==> src/rtl/canvas_renderer_pkg.sv <==
// Shared constants and types for the handwriting canvas renderer.
package canvas_renderer_pkg;

    // Canvas geometry: 28x28 cells, each drawn as an 8x8 pixel block.
    localparam int GRID       = 28;
    localparam int CELLS      = GRID * GRID;
    localparam int CELL_SHIFT = 3;
    localparam int CANVAS_PX  = GRID << CELL_SHIFT;

    // Last valid cell index, in address width.
    localparam logic [9:0] LAST_CELL = 10'(CELLS - 1);

    // Wipe sequencer states.
    typedef enum logic {
        IDLE = 1'b0,
        WIPE = 1'b1
    } wipe_state_t;

    // 12-bit colour, {R4, G4, B4}.
    typedef logic [11:0] color_t;

    // Cell index y*28 + x built from shifts so no multiplier is needed.
    // Result wraps in 10 bits; callers qualify out-of-grid coordinates.
    function automatic logic [9:0] cell_index(input logic [9:0] y, input logic [9:0] x);
        return (y << 4) + (y << 3) + (y << 2) + x;
    endfunction

endpackage

==> src/rtl/canvas_renderer_mem.sv <==
// 784x1 canvas store: one write port, a pixel-strobe gated render read
// port and a free-running classifier read port. Reads are registered and
// return the pre-write value when the same cell is written in that clk.
module canvas_mem
    import canvas_renderer_pkg::*;
(
    input  logic       clk,
    input  logic       rst,
    input  logic       we_i,
    input  logic [9:0] waddr_i,
    input  logic       wdata_i,
    input  logic       ren_i,
    input  logic [9:0] raddr_i,
    output logic       rdata_o,
    input  logic [9:0] caddr_i,
    output logic       cdata_o
);

    logic mem_q [0:CELLS-1];
    logic rdata_q;
    logic cdata_q;

    // Single write port; out-of-range addresses never reach the array.
    always_ff @(posedge clk) begin
        if (we_i && (waddr_i < 10'(CELLS))) begin
            mem_q[waddr_i] <= wdata_i;
        end
    end

    // Render read: advances only on pixel strobes so it stays in step with S1.
    always_ff @(posedge clk) begin
        if (rst) begin
            rdata_q <= 1'b0;
        end else if (ren_i) begin
            rdata_q <= (raddr_i < 10'(CELLS)) ? mem_q[raddr_i] : 1'b0;
        end
    end

    // Classifier read: registered every clk, addresses past the canvas read 0.
    always_ff @(posedge clk) begin
        if (rst) begin
            cdata_q <= 1'b0;
        end else begin
            cdata_q <= (caddr_i < 10'(CELLS)) ? mem_q[caddr_i] : 1'b0;
        end
    end

    assign rdata_o = rdata_q;
    assign cdata_o = cdata_q;

endmodule

==> src/rtl/canvas_renderer.sv <==
// Pixel-colour stage behind the VGA timing generator. Owns the canvas wipe
// sequencer, pen write arbitration and a two-stage render pipeline that maps
// screen coordinates onto the 28x28 canvas scaled x8.
module canvas_renderer
    import canvas_renderer_pkg::*;
#(
    parameter int     ORG_X  = 208,
    parameter int     ORG_Y  = 128,
    parameter color_t FG     = 12'hFFF,
    parameter color_t BG     = 12'h000,
    parameter color_t BORDER = 12'h0F0
) (
    input  logic        clk,
    input  logic        rst,
    input  logic        pclk,
    input  logic        valid_in,
    input  logic [9:0]  h_cnt,
    input  logic [9:0]  v_cnt,
    input  logic        hsync_in,
    input  logic        vsync_in,
    input  logic        pen_we,
    input  logic [4:0]  pen_x,
    input  logic [4:0]  pen_y,
    input  logic        clear,
    output logic        busy,
    input  logic [9:0]  rd_addr,
    output logic        rd_data,
    output logic [11:0] rgb,
    output logic        hsync_out,
    output logic        vsync_out
);

    // Screen-space bounds of the grid and of the 2-pixel border around it.
    localparam logic [9:0] ORG_X10  = 10'(ORG_X);
    localparam logic [9:0] ORG_Y10  = 10'(ORG_Y);
    localparam logic [9:0] SPAN10   = 10'(CANVAS_PX);
    localparam logic [9:0] FRM_X_LO = 10'(ORG_X - 2);
    localparam logic [9:0] FRM_X_HI = 10'(ORG_X + CANVAS_PX + 1);
    localparam logic [9:0] FRM_Y_LO = 10'(ORG_Y - 2);
    localparam logic [9:0] FRM_Y_HI = 10'(ORG_Y + CANVAS_PX + 1);
    localparam logic [4:0] MAX_CELL = 5'(GRID - 1);

    // ---------------- wipe sequencer / write arbitration ----------------
    wipe_state_t state_q, state_d;
    logic [9:0]  cnt_q, cnt_d;
    logic        mem_we;
    logic [9:0]  mem_waddr;
    logic        mem_wdata;
    logic        pen_ok;

    assign pen_ok = pen_we && (pen_x <= MAX_CELL) && (pen_y <= MAX_CELL);

    // Reset lands in WIPE at cell 0 so the canvas is always blank afterwards.
    always_ff @(posedge clk) begin
        if (rst) begin
            state_q <= WIPE;
            cnt_q   <= 10'd0;
        end else begin
            state_q <= state_d;
            cnt_q   <= cnt_d;
        end
    end

    // Next state and the single write port: wipe owns it while busy,
    // otherwise clear beats a coincident pen write.
    always_comb begin
        state_d   = state_q;
        cnt_d     = cnt_q;
        mem_we    = 1'b0;
        mem_waddr = cnt_q;
        mem_wdata = 1'b0;
        case (state_q)
            IDLE: begin
                if (clear) begin
                    state_d = WIPE;
                    cnt_d   = 10'd0;
                end else if (pen_ok) begin
                    mem_we    = 1'b1;
                    mem_waddr = cell_index({5'd0, pen_y}, {5'd0, pen_x});
                    mem_wdata = 1'b1;
                end
            end
            WIPE: begin
                mem_we    = 1'b1;
                mem_waddr = cnt_q;
                mem_wdata = 1'b0;
                if (cnt_q == LAST_CELL) begin
                    state_d = IDLE;
                    cnt_d   = 10'd0;
                end else begin
                    cnt_d = cnt_q + 10'd1;
                end
            end
            default: begin
                state_d = WIPE;
                cnt_d   = 10'd0;
            end
        endcase
    end

    assign busy = (state_q == WIPE);

    // ---------------- S1 address/flag decode ----------------
    logic [9:0] dx, dy;
    logic       in_grid_c, in_frame_c;
    logic [9:0] render_addr;

    assign dx = h_cnt - ORG_X10;
    assign dy = v_cnt - ORG_Y10;

    // Unsigned wrap makes coordinates left of / above the origin fail the
    // span test without a separate lower-bound compare.
    assign in_grid_c  = valid_in && (dx < SPAN10) && (dy < SPAN10);
    assign in_frame_c = valid_in
                     && (h_cnt >= FRM_X_LO) && (h_cnt <= FRM_X_HI)
                     && (v_cnt >= FRM_Y_LO) && (v_cnt <= FRM_Y_HI)
                     && !in_grid_c;
    assign render_addr = cell_index({3'd0, dy[9:CELL_SHIFT]}, {3'd0, dx[9:CELL_SHIFT]});

    logic render_cell;

    canvas_mem u_mem (
        .clk     (clk),
        .rst     (rst),
        .we_i    (mem_we),
        .waddr_i (mem_waddr),
        .wdata_i (mem_wdata),
        .ren_i   (pclk),
        .raddr_i (render_addr),
        .rdata_o (render_cell),
        .caddr_i (rd_addr),
        .cdata_o (rd_data)
    );

    logic s1_valid_q, s1_grid_q, s1_frame_q, s1_hs_q, s1_vs_q;

    // S1: capture region flags and syncs; the cell bit arrives from the
    // render read port on the same strobe.
    always_ff @(posedge clk) begin
        if (rst) begin
            s1_valid_q <= 1'b0;
            s1_grid_q  <= 1'b0;
            s1_frame_q <= 1'b0;
            s1_hs_q    <= 1'b1;
            s1_vs_q    <= 1'b1;
        end else if (pclk) begin
            s1_valid_q <= valid_in;
            s1_grid_q  <= in_grid_c;
            s1_frame_q <= in_frame_c;
            s1_hs_q    <= hsync_in;
            s1_vs_q    <= vsync_in;
        end
    end

    // ---------------- S2 colour select ----------------
    color_t color_c;

    // Blanking overrides everything; then set cell, then border.
    always_comb begin
        color_c = BG;
        if (!s1_valid_q) begin
            color_c = BG;
        end else if (s1_grid_q && render_cell) begin
            color_c = FG;
        end else if (s1_frame_q) begin
            color_c = BORDER;
        end
    end

    color_t rgb_q;
    logic   hs_q, vs_q;

    // S2: register colour together with the syncs so they stay aligned.
    always_ff @(posedge clk) begin
        if (rst) begin
            rgb_q <= BG;
            hs_q  <= 1'b1;
            vs_q  <= 1'b1;
        end else if (pclk) begin
            rgb_q <= color_c;
            hs_q  <= s1_hs_q;
            vs_q  <= s1_vs_q;
        end
    end

    assign rgb       = rgb_q;
    assign hsync_out = hs_q;
    assign vsync_out = vs_q;

endmodule

==> config.mk <==
export PLATFORM = sky130hd
export DESIGN_NAME = canvas_renderer
export DESIGN_NICKNAME = d
export VERILOG_FILES = /design/src/rtl/canvas_renderer_pkg.sv /design/src/rtl/canvas_renderer_mem.sv /design/src/rtl/canvas_renderer.sv
export SDC_FILE = /design/constraint.sdc
export NUM_CORES = 1
export LEC_CHECK = 0
export BUFFER_PORTS_ARGS = -buffer_cell sky130_fd_sc_hd__buf_2
export CAP_MARGIN = 10
export CORE_UTILIZATION = 45
export CTS_BUF_LIST = sky130_fd_sc_hd__clkbuf_4 sky130_fd_sc_hd__clkbuf_8
export DETAILED_ROUTE_END_ITERATION = 8
export PLACE_DENSITY_LB_ADDON = 0.1
export SLEW_MARGIN = 20
export SYNTH_ARGS = -nofsm -noshare
export SYNTH_HDL_FRONTEND = slang
export SYNTH_SLANG_ARGS = --single-unit
==> constraint.sdc <==
create_clock -name clk -period 50.1 [get_ports clk]
set_clock_uncertainty 0.05 [all_clocks]
set_input_delay 7.515 -clock clk [delete_from_list [all_inputs] [get_ports clk]]
set_output_delay 7.515 -clock clk [all_outputs]
set_load 0.05 [all_outputs]
* Word level (Yosys, flattened, before mapping)
Memories as Yosys holds them, arrays and structs flattened. A register that Yosys moved wholly into a read port is not among the register bits. Index checks and enable logic that the tools add are counted.
Storage, ports and cells: output and inout port bits 16, RAM bits 784, flip-flop bits (word level) 31, logic and storage cells 68, memories 1, bits of input ports 48
Memories:
- u_mem.mem_q | depth 784, bits a word 1, read ports 2, clocked after Yosys merged registers in 1, wr ports 1, RTL line canvas_renderer_mem.sv:19 | logic mem_q [0:CELLS-1];
Cells by class: bitwise operators 2, add/sub/neg operators 9, equality and inequality tests 2, order comparisons 11, reduce and logical (&&, ||, !) cells 13, mux-type cells 19
Operator list (number):
- two-way mux 10 bit | 4
- case mux 10 bit (2 select lines) | 2
- < comparator 10 bit (second input constant) | 3
- two-way mux 12 bit | 2
- adder 10 x 7 -> 10 bit | 2
- less-or-equal comparator 10 x 9 -> 1 bit (second input constant) | 2
- < comparator 10 x 8 -> 1 bit (second input constant) | 2
- subtractor 10 x 8 -> 10 bit (second input constant) | 2
- logical AND 1 bit | 11
- adder 10 x 1 -> 10 bit (second input constant) | 1
- adder 10 bit | 1
- adder 10 x 5 -> 10 bit | 1
- adder 10 x 9 -> 10 bit | 1
- adder 9 x 8 -> 10 bit | 1
- equality test 10 bit (second input constant) | 1
- greater-or-equal comparator 10 x 7 -> 1 bit (second input constant) | 1
- greater-or-equal comparator 10 x 8 -> 1 bit (second input constant) | 1
- less-or-equal comparator 5 bit (second input constant) | 2
- two-way mux 8 bit | 1
- two-way mux 1 bit | 7
- case mux 1 bit (2 select lines) | 3
- != test 2 bit (second input constant) | 1
- NOT 1 bit | 2
- OR reduction 2 bit | 1
- zero test 1 bit | 1

* Logic depth before layout (Yosys ltp)
depth after elaboration 10, gate-level depth with buffers 20, mapped depth without buffers 15

* Modules after synthesis
From an unflattened synthesis, not the netlist that was laid out.
Second synthesis, totals: cell total of the unflattened synthesis 3145, area total of the unflattened synthesis 43126.4 sq um
Modules (own cells, without submodules):
- canvas_mem | area each 40685.3 sq um, times used 1, sequential area each 23582.6 sq um, cells each 2864
- canvas_renderer | area each 2441.1 sq um, times used 1, sequential area each 400.4 sq um, cells each 281

* Worst setup path after synthesis
Ideal clock, no wire load.
path type input to register, start in pen_y[2], end mem u_mem.mem_q[196], enable pin, library setup time 0.254 ns, path slack 25.859 ns, data required time 49.796 ns, arrival time 23.937 ns, buffers on the path 3, stages 10, cells stage by stage inv_1 > ha_1 > nand4_1 > a31oi_1 > buf_2 > buf_1 > o21ai_1 > nand3_1 > clkbuf_1 > nor2_1
Between the ends: cells in the longest elaborated chain, start to end 10, elaborated cells on any way between the ends 15, those cells by class add/sub: 3; order compare: 2; mux: 8; reduce/logical: 2
RTL lines:
- start, declared | RTL line canvas_renderer.sv:23 | input logic [4:0] pen_y,
- adder 9 x 8 -> 10 bit | RTL line canvas_renderer_pkg.sv:25 | return (y << 4) + (y << 3) + (y << 2) + x;
- adder 10 x 7 -> 10 bit | RTL line canvas_renderer_pkg.sv:25
- adder 10 x 5 -> 10 bit | RTL line canvas_renderer_pkg.sv:25
- two-way mux 10 bit | RTL line canvas_renderer.sv:77 | end else if (pen_ok) begin
- two-way mux 10 bit | RTL line canvas_renderer.sv:74 | if (clear) begin
- case mux 10 bit (2 select lines) | RTL line canvas_renderer.sv:72 | case (state_q)
- < comparator 10 bit | RTL line canvas_renderer_mem.sv:25 | if (we_i && (waddr_i < 10'(CELLS))) begin
- logical AND 1 bit | RTL line canvas_renderer_mem.sv:25
- two-way mux 1 bit | RTL line canvas_renderer_mem.sv:25
- two-way mux 1 bit (implied by the code) | RTL line canvas_renderer_mem.sv:26 | mem_q[waddr_i] <= wdata_i;
- end, declared | RTL line canvas_renderer_mem.sv:19
Parallel ways exist; a longest one is shown, timed or not.

* Final worst setup path
start in h_cnt[4], end reg u_mem.rdata_q (netlist: u_mem.rdata_o)
Between the ends: cells in the longest elaborated chain, start to end 4, elaborated cells on any way between the ends 5, those cells by class add/sub: 2; order compare: 1; mux: 1; memory: 1
RTL lines:
- start, declared | RTL line canvas_renderer.sv:17 | input logic [9:0] h_cnt,
- subtractor 10 x 8 -> 10 bit (*) | RTL line canvas_renderer.sv:108 | assign dx = h_cnt - ORG_X10;
- adder 10 x 7 -> 10 bit (*) | RTL line canvas_renderer_pkg.sv:25
- memory read (784 x 1 bit) / < comparator 10 bit (equally long branches)
- two-way mux 1 bit (*) | RTL line canvas_renderer_mem.sv:35 | rdata_q <= (raddr_i < 10'(CELLS)) ? mem_q[raddr_i] : 1'b0;
- end signal, assigned | RTL line canvas_renderer_mem.sv:35
- end, declared | RTL line canvas_renderer_mem.sv:20 | logic rdata_q;
Every way passes the cells marked *; elsewhere a longest branch is shown, timed or not. A chain may end at the register's enable or synchronous reset.

==> impl_results.md <==
* Post-Route Setup TNS at 0 ns
* Post-cts sizing count at 0
* Hold_buf cts at 0
* Reg area at 0.0240 mm2
* CTS sink cnt at 806
* Setup crit start kind: primary input
* Synthesized Nets at 3179
* Clock tree buffer depth at 3
* Antenna violations before repair at 2
* Share of the synthesized area in the top cell type at 0.550
* Setup WS pre-CTS at 37.06 ns
* Hold Violations, Final at 0
* Area growth syn-to-layout at 9.71%
* Status: completed
* GRT Overall Usage at 0.310
* Largest net degree at the start of global routing at 272
* Multi-input logic area at 0.0177 mm2
* GR Overflow Total at 0
* Worst-margin pin slew at 1.27 ns
* Rows at 112
* CP max stage delay at 1.04 ns
* EDFF count, synth at 784
* Slew HR at 0.146
* Synth Area in Compound Gates at 0.0419
* Routed WL at 147000 um
* Total power at 1.57 mW
* IO Count at 64
* Placer Congestion at 0.894
* Main combinational cell family by area after synthesis: multiplexers
* Synth cell types at 68
* Hold depth at 1
* Synth top area cells: edfxtp_1 55%, mux4_2 20%, nor2_1 7.3%, mux2i_1 3.1%, clkbuf_1 1.6%
* Die W at 310 um
* Synth warnings at 0
* Core area at 0.0937 mm2
* Vias per cell at 6.61
* Starting density of the core at 0.456
* P_leak at 15.2 nW
* Ys flop type: edfxtp_1
* Total CTS buffers at 143
* Worst Path Required at 50.77 ns
* R2R cell count at 9
* Slowest CP cell: fa_1
* Post-synthesis mux area share at 0.236
* Post-Synth XOR/XNOR Area at 0.00389
* First-pass GRT wire length at 209000 um
* CP cell instances: buf_6 -> inv_1 -> ha_1 -> xnor2_1 -> fa_1 -> fa_1 -> ha_1 -> fa_1 -> nand2b_1 -> nor2_1 -> and3_1 -> a2111oi_2 -> a221oi_1 -> o21ai_1 -> o311ai_1 -> a32o_1
* VDD IR max at 0.0291 mV
* Max Fclk at 81.5 MHz
* Input/output buffers at 63
* # nets final at 3150
* DIE HEIGHT at 310 um
* DRC at 0
* CTS tree: done
* Register area share after synthesis at 0.561
* Clock Pin Slew Worst Setup and Hold Paths at 0.06 ns
* Tmin final at 12.27 ns
* Biggest register: u_mem.mem_q
* HP Class: flop to flop
* Most common cell on crit path: fa_1
* Pwr Density at 33.4 mW/mm2
* RSZ-0062 raised after global routing: no
* Post-Syn Area at 0.0428 mm2
* Drt wl/cell at 33.3 um
* Synth Area in Adders at 0.0173
* Crit Path Class: primary input to flop
* Synth Register Bits at 806
* Commonest cells in the netlist: 829 x nor2_1, 784 x edfxtp_1, 386 x mux4_2, 186 x clkbuf_1, 133 x mux2i_1
* Simple-gate area share of the yosys netlist at 0.106
* Filler Cells Inserted at 8034
* Most frequent cell after synthesis: nor2_1
* Flip-flop count of the largest register after layout at 784
* Max-cap violations at 0
* Worst skew pair latency at 0.83 ns
* Detail Placement HPWL at 85100 um
* Drt first-iter violations at 4237
* Data arrival, critical path at 12.94 ns
* Period utilization at 0.245
* Final Max Tran Viols at 0
* Final setup viols at 0
* Final setup margin at 37.83 ns
* Share of flip-flops with an asynchronous set or reset at 0
* CTS Root Cell: clkbuf_8
* Htree depth at 4
* Die Area at 0.0963 mm2
* Post-synthesis cell count at 3081
* Routed Antenna Nets at 0
* Layout cells sized above 1 at 0.257
* Area leader, netlist: edfxtp_1
* DR vias at 29200
* Crit end category: flop
* Postcts setup bufs at 0
* Crit path max fanout at 52
* Vias in the first global route at 29300
* Drt first pass iters at 6
* Mean Syn Cell Area at 13.9 um2
-- placed cells by master, fill, tap and decap left out, types with 15 or more instances in the layout --
cell type,instances
a22oi_1,46
ha_1,34
nand2_2,18
o21ai_0,27
nand3_1,37
clkbuf_8,144
nor2b_1,20
mux4_2,386
mux2i_1,132
nor2_1,827
dfxtp_1,22
clkinv_1,32
nor3_1,21
inv_1,31
buf_4,51
nand3_2,29
a221oi_1,29
edfxtp_1,784
o22ai_1,17
fa_1,15
nand2_1,59
nand2b_1,16
buf_2,57
clkbuf_4,49
a21oi_1,45
-- layer usage --
metal  track usage  share of wire
met2         0.500           0.48
met1         0.405           0.38
met4         0.124          0.040
met3        0.0733           0.10
met5             0       0.000075
-- worst max-delay path: cells and delay by family --
kind	cells	cell delay [ns]
fa+ha+maj	5	2.40
compound gates	5	1.17
simple gates	3	1.02
xor+xnor	1	0.17
buf+inv	2	0.64
-- logic make-up (layout without fill, tap and decap cells) --
kind of cell	Yosys count	count (layout)
AOI/OAI and AO/OA	257	257
xor gates and xnor gates	19	19
adders and majority gates	50	50
buffers and inverters	327	407
DFF	806	806
muxes	527	527
other	0	2
and+or+nand+nor	1095	1095
-- area by class of cell --
type	instances	area share
tap	1254	0.0334
inverter	32	0.00256
timing repair buffer	121	0.0189
multi-input combinational	1948	0.376
antenna	2	0.000107
sequential	806	0.511
clock buffer	192	0.0498
clock inverter	62	0.00797
-- through the flow --
step           std cells  hold slack, ns  utilization  cell area, um2
2_1_floorplan       3081           0.381            -           42800
3_3_place_gp        4160           0.384        0.470           44100
3_5_place_dp        4160           0.398        0.471           44100
4_1_cts             4414           0.410        0.500           46800
5_1_grt             4417           0.433        0.501           46900
6_report            4417           0.407        0.501           46900
-- where the power goes --
part / switching [mW] / internal [mW] / leakage (nW)
sequential: 0.00117 / 0.729 / 7.99
clock: 0.289 / 0.311 / 1.44
combinational: 0.159 / 0.0809 / 5.82
-- path summary, 6_finish.rpt --
path                  from          endpoint  slack [ns]
setup / recovery  h_cnt[4]     u_mem.rdata_o       37.83
hold / removal     s1_vs_q         vsync_out        0.41
setup reg to reg      busy  u_mem.mem_q[144]       45.06
hold reg to reg    s1_vs_q         vsync_out        0.41
Power figures use the tool's default switching activity.
